### src/rtl/game_round_ctrl.sv
// game_round_ctrl: round controller for a target-hitting game.
// A round is started from IDLE at one of three difficulty levels. The
// selected level sets the round length, counted in enabled cycles.
// During PLAY the per-target done flags accumulate into a sticky LED
// vector. The round is won when every LED is lit, and lost when the
// timer runs out or an external time_out abort arrives. A saturating
// win-streak counter is kept across rounds and cleared on any loss.
module game_round_ctrl #(
  parameter int NUM_LEDS = 3,
  parameter int TMR_W    = 16,
  parameter int T_NORMAL = 1000,
  parameter int T_INTER  = 600,
  parameter int T_ADV    = 300,
  parameter int SCORE_W  = 8
) (
  input  logic                clk,
  input  logic                rst,
  input  logic                start,
  input  logic [1:0]          tog_start,
  input  logic                enable,
  input  logic                time_out,
  input  logic [NUM_LEDS-1:0] done,
  output logic [NUM_LEDS-1:0] LED,
  output logic                busy,
  output logic                win,
  output logic                lose,
  output logic [TMR_W-1:0]    time_left,
  output logic [SCORE_W-1:0]  score
);

  typedef enum logic [1:0] {
    IDLE = 2'd0,
    PLAY = 2'd1,
    WIN  = 2'd2,
    LOSE = 2'd3
  } state_t;

  localparam logic [TMR_W-1:0]    LOAD_NORMAL = TMR_W'(T_NORMAL);
  localparam logic [TMR_W-1:0]    LOAD_INTER  = TMR_W'(T_INTER);
  localparam logic [TMR_W-1:0]    LOAD_ADV    = TMR_W'(T_ADV);
  localparam logic [TMR_W-1:0]    TMR_ONE     = TMR_W'(1);
  localparam logic [SCORE_W-1:0]  SCORE_MAX   = '1;
  localparam logic [NUM_LEDS-1:0] LED_ALL     = '1;

  state_t               state;
  state_t               next_state;

  logic [NUM_LEDS-1:0]  led_next;
  logic [TMR_W-1:0]     time_next;
  logic [SCORE_W-1:0]   score_next;

  logic [NUM_LEDS-1:0]  led_merged;
  logic                 start_ok;
  logic                 complete;
  logic                 expire;

  // Streak counter increment that sticks at all ones instead of wrapping.
  function automatic logic [SCORE_W-1:0] sat_inc(input logic [SCORE_W-1:0] val);
    sat_inc = (val == SCORE_MAX) ? SCORE_MAX : val + SCORE_W'(1);
  endfunction

  // Round length selected by the level code. The invalid code 10 never
  // reaches here because start is rejected for it.
  function automatic logic [TMR_W-1:0] level_load(input logic [1:0] lvl);
    case (lvl)
      2'b00:   level_load = LOAD_NORMAL;
      2'b01:   level_load = LOAD_INTER;
      default: level_load = LOAD_ADV;
    endcase
  endfunction

  // The timer is loaded once when the round starts, and that load is the
  // only place the level is latched. Later tog_start changes therefore
  // cannot affect a round that is already running.
  assign start_ok   = start && (tog_start != 2'b10);
  assign led_merged = LED | done;
  // Completion is checked before expiry and before abort, so a round that
  // finishes on its last enabled cycle still counts as a win.
  assign complete   = enable && (led_merged == LED_ALL);
  assign expire     = enable && (time_left == TMR_ONE);

  // State and registered outputs; reset forces everything to zero at once.
  always_ff @(posedge clk or posedge rst) begin
    if (rst) begin
      state     <= IDLE;
      LED       <= '0;
      time_left <= '0;
      score     <= '0;
      busy      <= 1'b0;
      win       <= 1'b0;
      lose      <= 1'b0;
    end else begin
      state     <= next_state;
      LED       <= led_next;
      time_left <= time_next;
      score     <= score_next;
      busy      <= (next_state == PLAY);
      win       <= (next_state == WIN);
      lose      <= (next_state == LOSE);
    end
  end

  // Next-state selection: completion beats abort, and abort beats timer expiry.
  always_comb begin
    next_state = state;
    case (state)
      IDLE: begin
        if (start_ok) next_state = PLAY;
      end
      PLAY: begin
        if (complete)      next_state = WIN;
        else if (time_out) next_state = LOSE;
        else if (expire)   next_state = LOSE;
      end
      WIN, LOSE: begin
        if (start) next_state = IDLE;
      end
      default: next_state = IDLE;
    endcase
  end

  // Datapath next values for the LED vector, the round timer and the score.
  always_comb begin
    led_next   = LED;
    time_next  = time_left;
    score_next = score;
    case (state)
      IDLE: begin
        led_next  = '0;
        time_next = '0;
        if (start_ok) time_next = level_load(tog_start);
      end
      PLAY: begin
        if (complete) begin
          led_next   = led_merged;
          time_next  = time_left - TMR_ONE;
          score_next = sat_inc(score);
        end else if (time_out) begin
          // An abort freezes the display and the timer where they stand.
          score_next = '0;
        end else if (enable) begin
          led_next  = led_merged;
          time_next = time_left - TMR_ONE;
          if (expire) score_next = '0;
        end
      end
      WIN, LOSE: begin
        if (start) begin
          led_next  = '0;
          time_next = '0;
        end
      end
      default: begin
        led_next  = '0;
        time_next = '0;
      end
    endcase
  end

endmodule

### config.mk
export PLATFORM = sky130hd
export DESIGN_NAME = game_round_ctrl
export DESIGN_NICKNAME = d
export VERILOG_FILES = /design/src/rtl/game_round_ctrl.sv
export SDC_FILE = /design/constraint.sdc
export NUM_CORES = 1
export LEC_CHECK = 0
export ABC_AREA = 1
export CORE_MARGIN = 2
export CORE_UTILIZATION = 30
export CTS_CLUSTER_DIAMETER = 60
export CTS_CLUSTER_SIZE = 40
export DETAILED_ROUTE_END_ITERATION = 8
export GPL_TIMING_DRIVEN = 0
export PLACE_DENSITY = 0.56
export SLEW_MARGIN = 20
export SYNTH_ARGS = -nofsm -noshare
export SYNTH_HDL_FRONTEND = slang
export SYNTH_SLANG_ARGS = --single-unit
export TNS_END_PERCENT = 10
### constraint.sdc
create_clock -name clk -period 4.1 [get_ports clk]
set_input_delay 0.82 -clock clk [delete_from_list [all_inputs] [get_ports clk]]
set_output_delay 0.82 -clock clk [all_outputs]
set_load 0.005 [all_outputs]
# --- Word level (Yosys, flattened, before mapping) ---
# Cells that the tools add are included.
word_totals:
  wordCells: 57
  input_bits: 10
  out_inout_bits: 30
  regBits: 32
classes:
  n_bitwise: 1
  n_eq_ne: 14
  mux: 23
  n_addsub: 2
  reduce_logical: 10
ops:
  columns: ["cell", "count"]
  rows:
  - ["$mux W16", 4]
  - ["$pmux W16 S3", 1]
  - ["$mux W8", 5]
  - ["$pmux W10 S2", 1]
  - ["$eq A16 B1 Y1 const B", 1]
  - ["$sub A16 B1 Y16 const B", 1]
  - ["$mux W3", 4]
  - ["$mux W10", 1]
  - ["$mux W2", 5]
  - ["$pmux W3 S3", 1]
  - ["$add A8 B1 Y8 const B", 1]
  - ["$eq A2 B2 Y1 const B", 4]
  - ["$eq A8 B8 Y1 const B", 1]
  - ["$eq A2 B1 Y1 const B", 3]
  - ["$ne A3 B3 Y1 const B", 2]
  - ["$pmux W2 S3", 1]
  - ["$reduce_and A3 Y1", 2]
  - ["$reduce_bool A3 Y1", 2]
  - ["$logic_not A2 Y1", 2]
  - ["$ne A2 B2 Y1 const B", 2]
  - ["$eq A3 B3 Y1 const B", 1]
  - ["$logic_and A1 B1 Y1", 3]
  - ["$or A3 B3 Y3", 1]
  - ["$reduce_or A2 Y1", 1]

# --- Logic depth before layout (Yosys ltp) ---
# Gate-level depths: netlist (run 1).
logic_depth:
  word_depth: 7
  mapped_depth: 12
  depth_no_buf: 11

# --- Worst setup path before layout (run 1) ---
# OpenSTA, ideal clock, no wires.
synth_timing:
  path_type: "input-to-reg"
  from: "input enable"
  to: "register time_left[10]"
  setup_ps: 123
  arrival_ps: 1565
  path_stages: 7
  n_path_buf: 1
  setup_slack_ps: 2412
  t_required_ps: 3977
  path_cell_list: "inv_1 or2_2 nand3_2 nand2_4 buf_2 nand2_1 o21ai_1"
synth_between:
  elab_chain_cells: 3
  elab_cells_between_ends: 6
  cone_classes: "2 x eq/ne; 2 x mux; 2 x reduce/logical"
synth_lines:
  columns: ["element", "line", "text"]
  rows:
  - ["start, declared", "20", "input logic enable,"]
  - ["$logic_and A1 B1 Y1", "79", "assign complete = enable && (led_merged == LED_ALL);"]
  - ["$ne A3 B3 Y1 (no source line) or $mux W16 (tied branches)", null, null]
  - ["$reduce_and A3 Y1 (no source line) or $pmux W16 S3 (tied branches)", null, null]
  - ["end signal, assigned", "95", "time_left <= time_next;"]
  - ["end, declared", "27", "output logic [TMR_W-1:0] time_left,"]
# Several ways; a longest one is shown, not always the timed one.
# A chain may end at the register's enable or synchronous reset.

# --- Worst setup path in the final report (run 1) ---
layout_timing:
  from: "register time_left[9]"
  to: "output time_left[9]"
# No word-level cell between the ends.

==> summary.txt, run 1 <==
Clock network
  • Clock latency on the worst-skew pair: 0.28 ns
  • Post-CTS clock slew at the launch and capture registers of the worst setup and hold paths: 0.06 ns
  • CTS root buffer: clkbuf_8
  • Hold buffer count at cts: 0
  • Count of clock tree sinks: 32
  • CTS HTree Levels: 2
  • Post-CTS Repair Setup Buffers: 0
  • Number of resized instances in the post-cts repair step: 0
  • Clock buffer count from CTS: 5
  • Maximum root-to-sink buffer count: 2
  • CTS tree: yes

Layout
  • Post-layout net count: between 300 and 400
  • Number of non-filler instances in the completed layout: roughly 420
  • Area of combinational cells with multiple inputs: slightly above 0.001 sq mm
  • Sequential standard cell area: around 800 sq um
  • Fill cell instance count of the final layout: a little over 700
  • Final antenna diode count: 0
  • P&R area growth vs syn: 29.1%
  • Share of layout cells above drive strength 1: 0.0885

Floorplan
  • Die Wd: 85.3 um
  • Top-level I/O count: 40
  • Cell row count: 29
  • Die area: approximately 0.0073 sq mm
  • Initial core utilization: 0.311
  • Core box area: 0.00639 sq mm
  • Vertical die dimension: between 80 and 90 um

Timing
  • Achievable Freq: ~470 MHz
  • Final Max Slew Viols: 0
  • Final worst clock skew: ~0.0066 ns
  • Worst slew slack as a fraction of its limit: 0.543
  • Slew at the pin closest to its max-slew limit: between 0.6 and 0.7 ns
  • Portion of the clock cycle consumed by the worst path in the final layout: 0.519
  • Final period demand of the worst path: between 2 and 2.5 ns
  • Final Hold Violating Endpoints: 0
  • Total negative slack for setup checks: 0 ns
  • Unrepaired setup endpoints after global routing: false
  • Final setup vio count: 0

Setup path
  • Crit. path cell count: 1
  • Type of element capturing the critical path: output port
  • R2r startpoint: time_left[0]$_DFFE_PP0P_
  • Setup crit start kind: register
  • Cell at the slowest stage of the critical path: clkdlybuf4s50_1
  • Crit-path cells: clkdlybuf4s50_1
  • Setup CP Type: register to output port
  • Internal reg-to-reg setup slack: 2.39 ns
  • CP Data Arrival Time: about 1.3 ns
  • Highest fanout seen on the critical path: 6
  • Launching element of the worst setup path: time_left[9]$_DFFE_PP0P_
  • Kind of cell with the highest combined delay on the critical path: buffers and inverters
  • End point of the critical path: time_left[9]
  • Capture point of the worst reg-to-reg path: time_left[6]$_DFFE_PP0P_
  • Number of buffers and inverters on the critical path: 1
  • Worst path max stage delay: 0.55 ns
  • Worst r2r path cells: 9
  • WP data required: between 3 and 4 ns

Logic synthesis
  • Yosys Warn Count: 0
  • Number of flops mapped to enable cells by yosys: 0
  • Top FF cell, synth: dfrtp_1
  • Share of synthesized flip-flops with an asynchronous set or reset: 1.00
  • Cell area after synthesis: between 0.0015 and 0.002 sq mm
  • Commonest cells in the synthesized netlist: 97 x nand2_1, 37 x nor2_1, 32 x dfrtp_1, 32 x inv_1, 27 x nand3_1
  • Post-Synthesis Net Count: between 300 and 400
  • Synthesized area per cell: just under 7 sq um
  • Post-synth cell types: 23
  • Area contributors post-synth: dfrtp_1 40%, nand2_1 18%, nor2_1 7.0%
  • Flops & latches, synth: 32
  • Sequential fraction of the synthesis area: 0.404
  • Post-synth top area cell: dfrtp_1
  • Cell with the most instances after synthesis: nand2_1
  • Gate count after technology mapping: roughly 290
  • Synth top area share: 0.404

Route
  • Count of antenna-violating nets left after detailed routing: 0
  • Via density per instance: 4.69
  • Residual DRC: 0
  • First drt pass iteration count: 4
  • Routed len/inst: around 12 um
  • Overall via count from detail_route: between 1.5k and 2k
  • Final Routed Wirelength: ~5000 um
  • Drt initial violations: 96

Global routing
  • Maximum number of pins on one net before global-route repair: 33
  • Number of global-route vias before repair: roughly 1.9k
  • Global-route wire length before repair: 8690 um
  • Total congestion overflow after global routing: 0
  • Global-route usage over all layers: 0.149
  • Number of antenna violations at the first check in global routing: 0

Placed design
  • Routability cong.: between 0.8 and 0.9
  • Cell total after placement: ~410
  • Dpl hpwl: approximately 3800 um
  • Total of buffers placed on input and output ports: 39

Flow run
  • Max-cap violations: 0

Power
  • Worst supply voltage drop on vdd: slightly above 300 uV
  • Leakage power: about 0.0013 uW
  • PD cells: about 670 mW/mm^2

Hold path
  • Type of the most critical hold path: register to register

Run status
  • Outcome: finished clean
==> logic make-up (layout without fill, tap and decap cells) <==
logic type      after synthesis  after routing  share of synthesized area
fa+ha+maj                     3              3                     0.0189
compound gates               36             36                     0.0946
xor+xnor                      2              2                    0.00883
simple gates                180            180                      0.387
flops                        32             32                      0.404
buf+inv                      39             86                     0.0870
==> per-stage QoR <==
step	hold slack [ns]	cell area, sq um	util	worst slack (ns)	total power [uW]
floorplan	0.485	1980	-	2.41	1120
global placement	0.487	2470	0.387	1.69	1470
detailed placement	0.492	2470	0.387	1.74	1480
CTS	0.508	2560	0.401	1.96	1740
global route	0.551	2560	0.401	1.93	1890
finish	0.505	2560	0.401	1.97	1710
==> worst reg2reg max path: cells and delay by family (launching register included) <==
family / cells / cell delay (ns)
adder cells (fa/ha/maj): 1 / 0.28
flip-flops: 1 / 0.43
AO/OA/AOI/OAI: 1 / 0.06
buffers and inverters: 1 / 0.15
AND/OR/NAND/NOR: 6 / 0.68
==> routing by layer <==
layer / global-route usage / vias to the layer above / part of all wire
met4: 0.0390 / 0 / 0.012
met2: 0.252 / 44 / 0.48
met1: 0.195 / 894 / 0.46
met3: 0.0292 / 7 / 0.044
li1: - / 1007 / -
met5: 0 / - / 0
==> how the worst min path moves through the flow <==
stage,from,to,slack (ns),cells past startpoint
floorplan,score[7]$_DFFE_PP0P_,score[7]$_DFFE_PP0P_,0.49,2
global placement,score[7]$_DFFE_PP0P_,score[7]$_DFFE_PP0P_,0.49,2
detailed placement,score[7]$_DFFE_PP0P_,score[7]$_DFFE_PP0P_,0.49,2
CTS,score[7]$_DFFE_PP0P_,score[7]$_DFFE_PP0P_,0.51,2
global route,score[7]$_DFFE_PP0P_,score[7]$_DFFE_PP0P_,0.55,2
finish,score[7]$_DFFE_PP0P_,score[7]$_DFFE_PP0P_,0.50,2
==> placed cells by master (no fill, tap or decap), types with 4 or more instances in the layout <==
cell              n
a21oi_1           7
clkbuf_8          6
clkdlybuf4s50_1  39
dfrtp_1          32
inv_1            31
nand2_1          97
nand2_2           4
nand3_1          27
nor2_1           37
nor2_2            6
o21ai_0          12
o21ai_1          14
==> area by class of cell <==
cell class | instances | area share
Timing Repair Buffer | 39 | 0.152
Tap cell | 77 | 0.0376
Inverter | 33 | 0.0484
Clock buffer | 8 | 0.0352
Buffer | 6 | 0.0191
Multi-Input combinational cell | 221 | 0.395
Sequential cell | 32 | 0.313
==> sequential cells by signal, summed over array words and instances (netlist names) <==
signal     cells
LED            3
busy           1
lose           1
score          8
state          2
time_left     16
win            1
==> where the power goes <==
group          total, uW  switching, uW  internal (uW)
Combinational        933            538            395
Clock                254            117            137
Sequential           527            115            411
Total               1710            771            944
(Power assumes the default switching activity.)
==> run 2, diff against run 1 <==
Clock period 4.1 ns to 2.1 ns, I/O delays scaled along.
==> results of run 2 <==
The final DEF is identical to that of run 1. Status: finished clean.
Among the figures that moved: setup slack after placement 1.74 ns -> 0.142 ns; setup slack after layout 1.97 ns -> 0.370 ns; register-to-register setup slack 2.39 ns -> 0.39 ns; total power 1710 uW -> 3350 uW; worst IR drop on VDD 308 uV -> 602 uV
==> run 3, diff against run 2 <==
Clock period 2.1 ns to 1.7 ns, I/O delays scaled along.
==> run 3 against run 2 <==
  * Worst setup slack lost 0.32 ns
  * Final cell count is the same
  * Clock power rose by 24%
  * First-iteration DRC count decreased by 8.3%
==> summary.txt, run 3 (same netlist as run 1, synthesis figures left out) <==
Timing
  • Final Max Slew Viols: 0
  • Worst slew slack as a fraction of its limit: 0.543
  • Final Hold Violating Endpoints: 0
  • Final setup vio count: 0
  • Final period demand of the worst path: 1.65 ns
  • Worst hold margin: ~0.48 ns
  • Slew at the pin closest to its max-slew limit: between 0.6 and 0.7 ns
  • Total negative slack for setup checks: 0 ns
  • Achievable Freq: roughly 610 MHz
  • Unrepaired setup endpoints after global routing: false
  • Portion of the clock cycle consumed by the worst path in the final layout: 0.972
  • Final worst clock skew: approximately 0.009 ns

Placed design
  • Total of buffers placed on input and output ports: 39
  • Routability cong.: about 0.84
  • Dpl hpwl: roughly 3800 um

Route
  • First drt pass iteration count: 4
  • Drt initial violations: between 80 and 90
  • Count of antenna-violating nets left after detailed routing: 0
  • Overall via count from detail_route: 1,946
  • Residual DRC: 0
  • Via density per instance: ~4.7
  • Routed len/inst: about 12 um
  • Final Routed Wirelength: 5090 um

Setup path
  • Crit. path cell count: 1
  • WP data required: 1.36 ns
  • Cell at the slowest stage of the critical path: clkdlybuf4s50_1
  • Capture point of the worst reg-to-reg path: time_left[8]$_DFFE_PP0P_
  • End point of the critical path: time_left[9]
  • Launching element of the worst setup path: time_left[9]$_DFFE_PP0P_
  • Worst path max stage delay: 0.55 ns
  • Type of element capturing the critical path: output port
  • Highest fanout seen on the critical path: 6
  • Setup crit start kind: register
  • CP Data Arrival Time: 1.31 ns
  • Worst r2r path cells: 9
  • Number of buffers and inverters on the critical path: 1
  • Setup CP Type: register to output port
  • Kind of cell with the highest combined delay on the critical path: buffers and inverters
  • R2r startpoint: time_left[0]$_DFFE_PP0P_
  • Crit-path cells: clkdlybuf4s50_1
  • Internal reg-to-reg setup slack: 0.17 ns

Power
  • Total power after layout: 4200 uW
  • Sequential group share of total power: 0.304
  • PD cells: between 1500 and 2000 mW/mm^2
  • Switching part of the total power: 0.453
  • Clock share of power: 0.146
  • Worst supply voltage drop on vdd: ~750 uV
  • Leakage power: between 0.001 and 0.0015 uW
  • P_sw: 1900 uW
  • Combinational power share: 0.550
  • Internal power of the cells: 2300 uW

Global routing
  • Maximum number of pins on one net before global-route repair: 33
  • Number of antenna violations at the first check in global routing: 0
  • Global-route usage over all layers: 0.149
  • Number of global-route vias before repair: around 1.9k
  • Total congestion overflow after global routing: 0
  • Global-route wire length before repair: about 8700 um

Layout
  • Largest Register: time_left
  • Share of layout cells above drive strength 1: 0.103
  • Most frequent standard cell in the layout excluding fill and tap cells: nand2_1
  • Final antenna diode count: 0
  • Post-layout net count: around 350
  • End-of-flow core utilization: 0.404
  • Flip-flop count of the largest register, all copies and words added: 16
  • Registers with the highest flip-flop counts: time_left (16), score (8), LED (3)
  • Top library cells by usage in the layout, fill and taps aside: 96 x nand2_1, 39 x clkdlybuf4s50_1, 36 x nor2_1
  • P&R area growth vs syn: 29.9%

Hold path
  • Type of the most critical hold path: input port to async pin

Floorplan
  • Die Wd: 85.3 um
  • Initial core utilization: 0.311
  • Vertical die dimension: 85.3 um
  • Cell row count: 29
  • Die area: between 0.007 and 0.008 sq mm
  • Top-level I/O count: 40
  • Core box area: ~0.0064 sq mm

Clock network
  • Maximum root-to-sink buffer count: 2
  • Count of clock tree sinks: 32
  • CTS tree: yes
  • Clock latency on the worst-skew pair: between 0.2 and 0.3 ns
  • Hold buffer count at cts: 0
  • Post-CTS Repair Setup Buffers: 0
  • CTS root buffer: clkbuf_8
  • Post-CTS clock slew at the launch and capture registers of the worst setup and hold paths: 0.07 ns
  • CTS HTree Levels: 2
  • Clock buffer count from CTS: 5

Run status
  • Outcome: finished clean

Flow run
  • Max-cap violations: 0
run 3: cell type report:
class | instances | area, sq um
Fill cell | 714 | 3810
Clock buffer | 8 | 90.1
Inverter | 33 | 124
Buffer | 6 | 48.8
Multi-Input combinational cell | 221 | 1030
Timing Repair Buffer | 39 | 390
Sequential cell | 32 | 801
Tap cell | 77 | 96.3
run 3: metrics by stage:
stage / instances / area [sq um] / setup slack (ns)
finish: 416 / 2580 / 0.0483
global route: 416 / 2580 / 0.000475
CTS: 416 / 2560 / 0.0386
detailed placement: 408 / 2470 / -0.178
global placement: 408 / 2470 / -0.229
floorplan: 292 / 1980 / 0.325
run 3: metal layers:
metal / track usage / wire [um]
met3: 0.0292 / 246
met4: 0.0404 / 45
met5: 0 / 0
met2: 0.252 / 2490
met1: 0.195 / 2310
run 3: repair_timing:
item	CTS	global route
pin swaps	0	0
gates resized for setup	1	6
endpoints found under the hold margin	0	0
endpoints found under the setup margin	1	11
run 3: how the worst min path moves through the flow:
stage / end / slack, ns / start
after global routing: score[7]$_DFFE_PP0P_ / 0.55 / score[7]$_DFFE_PP0P_
after detailed placement: score[7]$_DFFE_PP0P_ / 0.49 / score[7]$_DFFE_PP0P_
after global placement: score[7]$_DFFE_PP0P_ / 0.49 / score[7]$_DFFE_PP0P_
after floorplan: LED[0]$_DFFE_PP0P_ / 0.46 / rst
after CTS: time_left[0]$_DFFE_PP0P_ / 0.51 / rst
final: time_left[7]$_DFFE_PP0P_ / 0.48 / rst
run 3: power groups by stage:
stage               combinational (uW)  clock [uW]  sequential (uW)
floorplan                         1480           0             1240
detailed placement                2280           0             1290
global route                      2650         658             1310
global placement                  2250           0             1280
CTS                               2300         636             1270
finish                            2310         615             1270
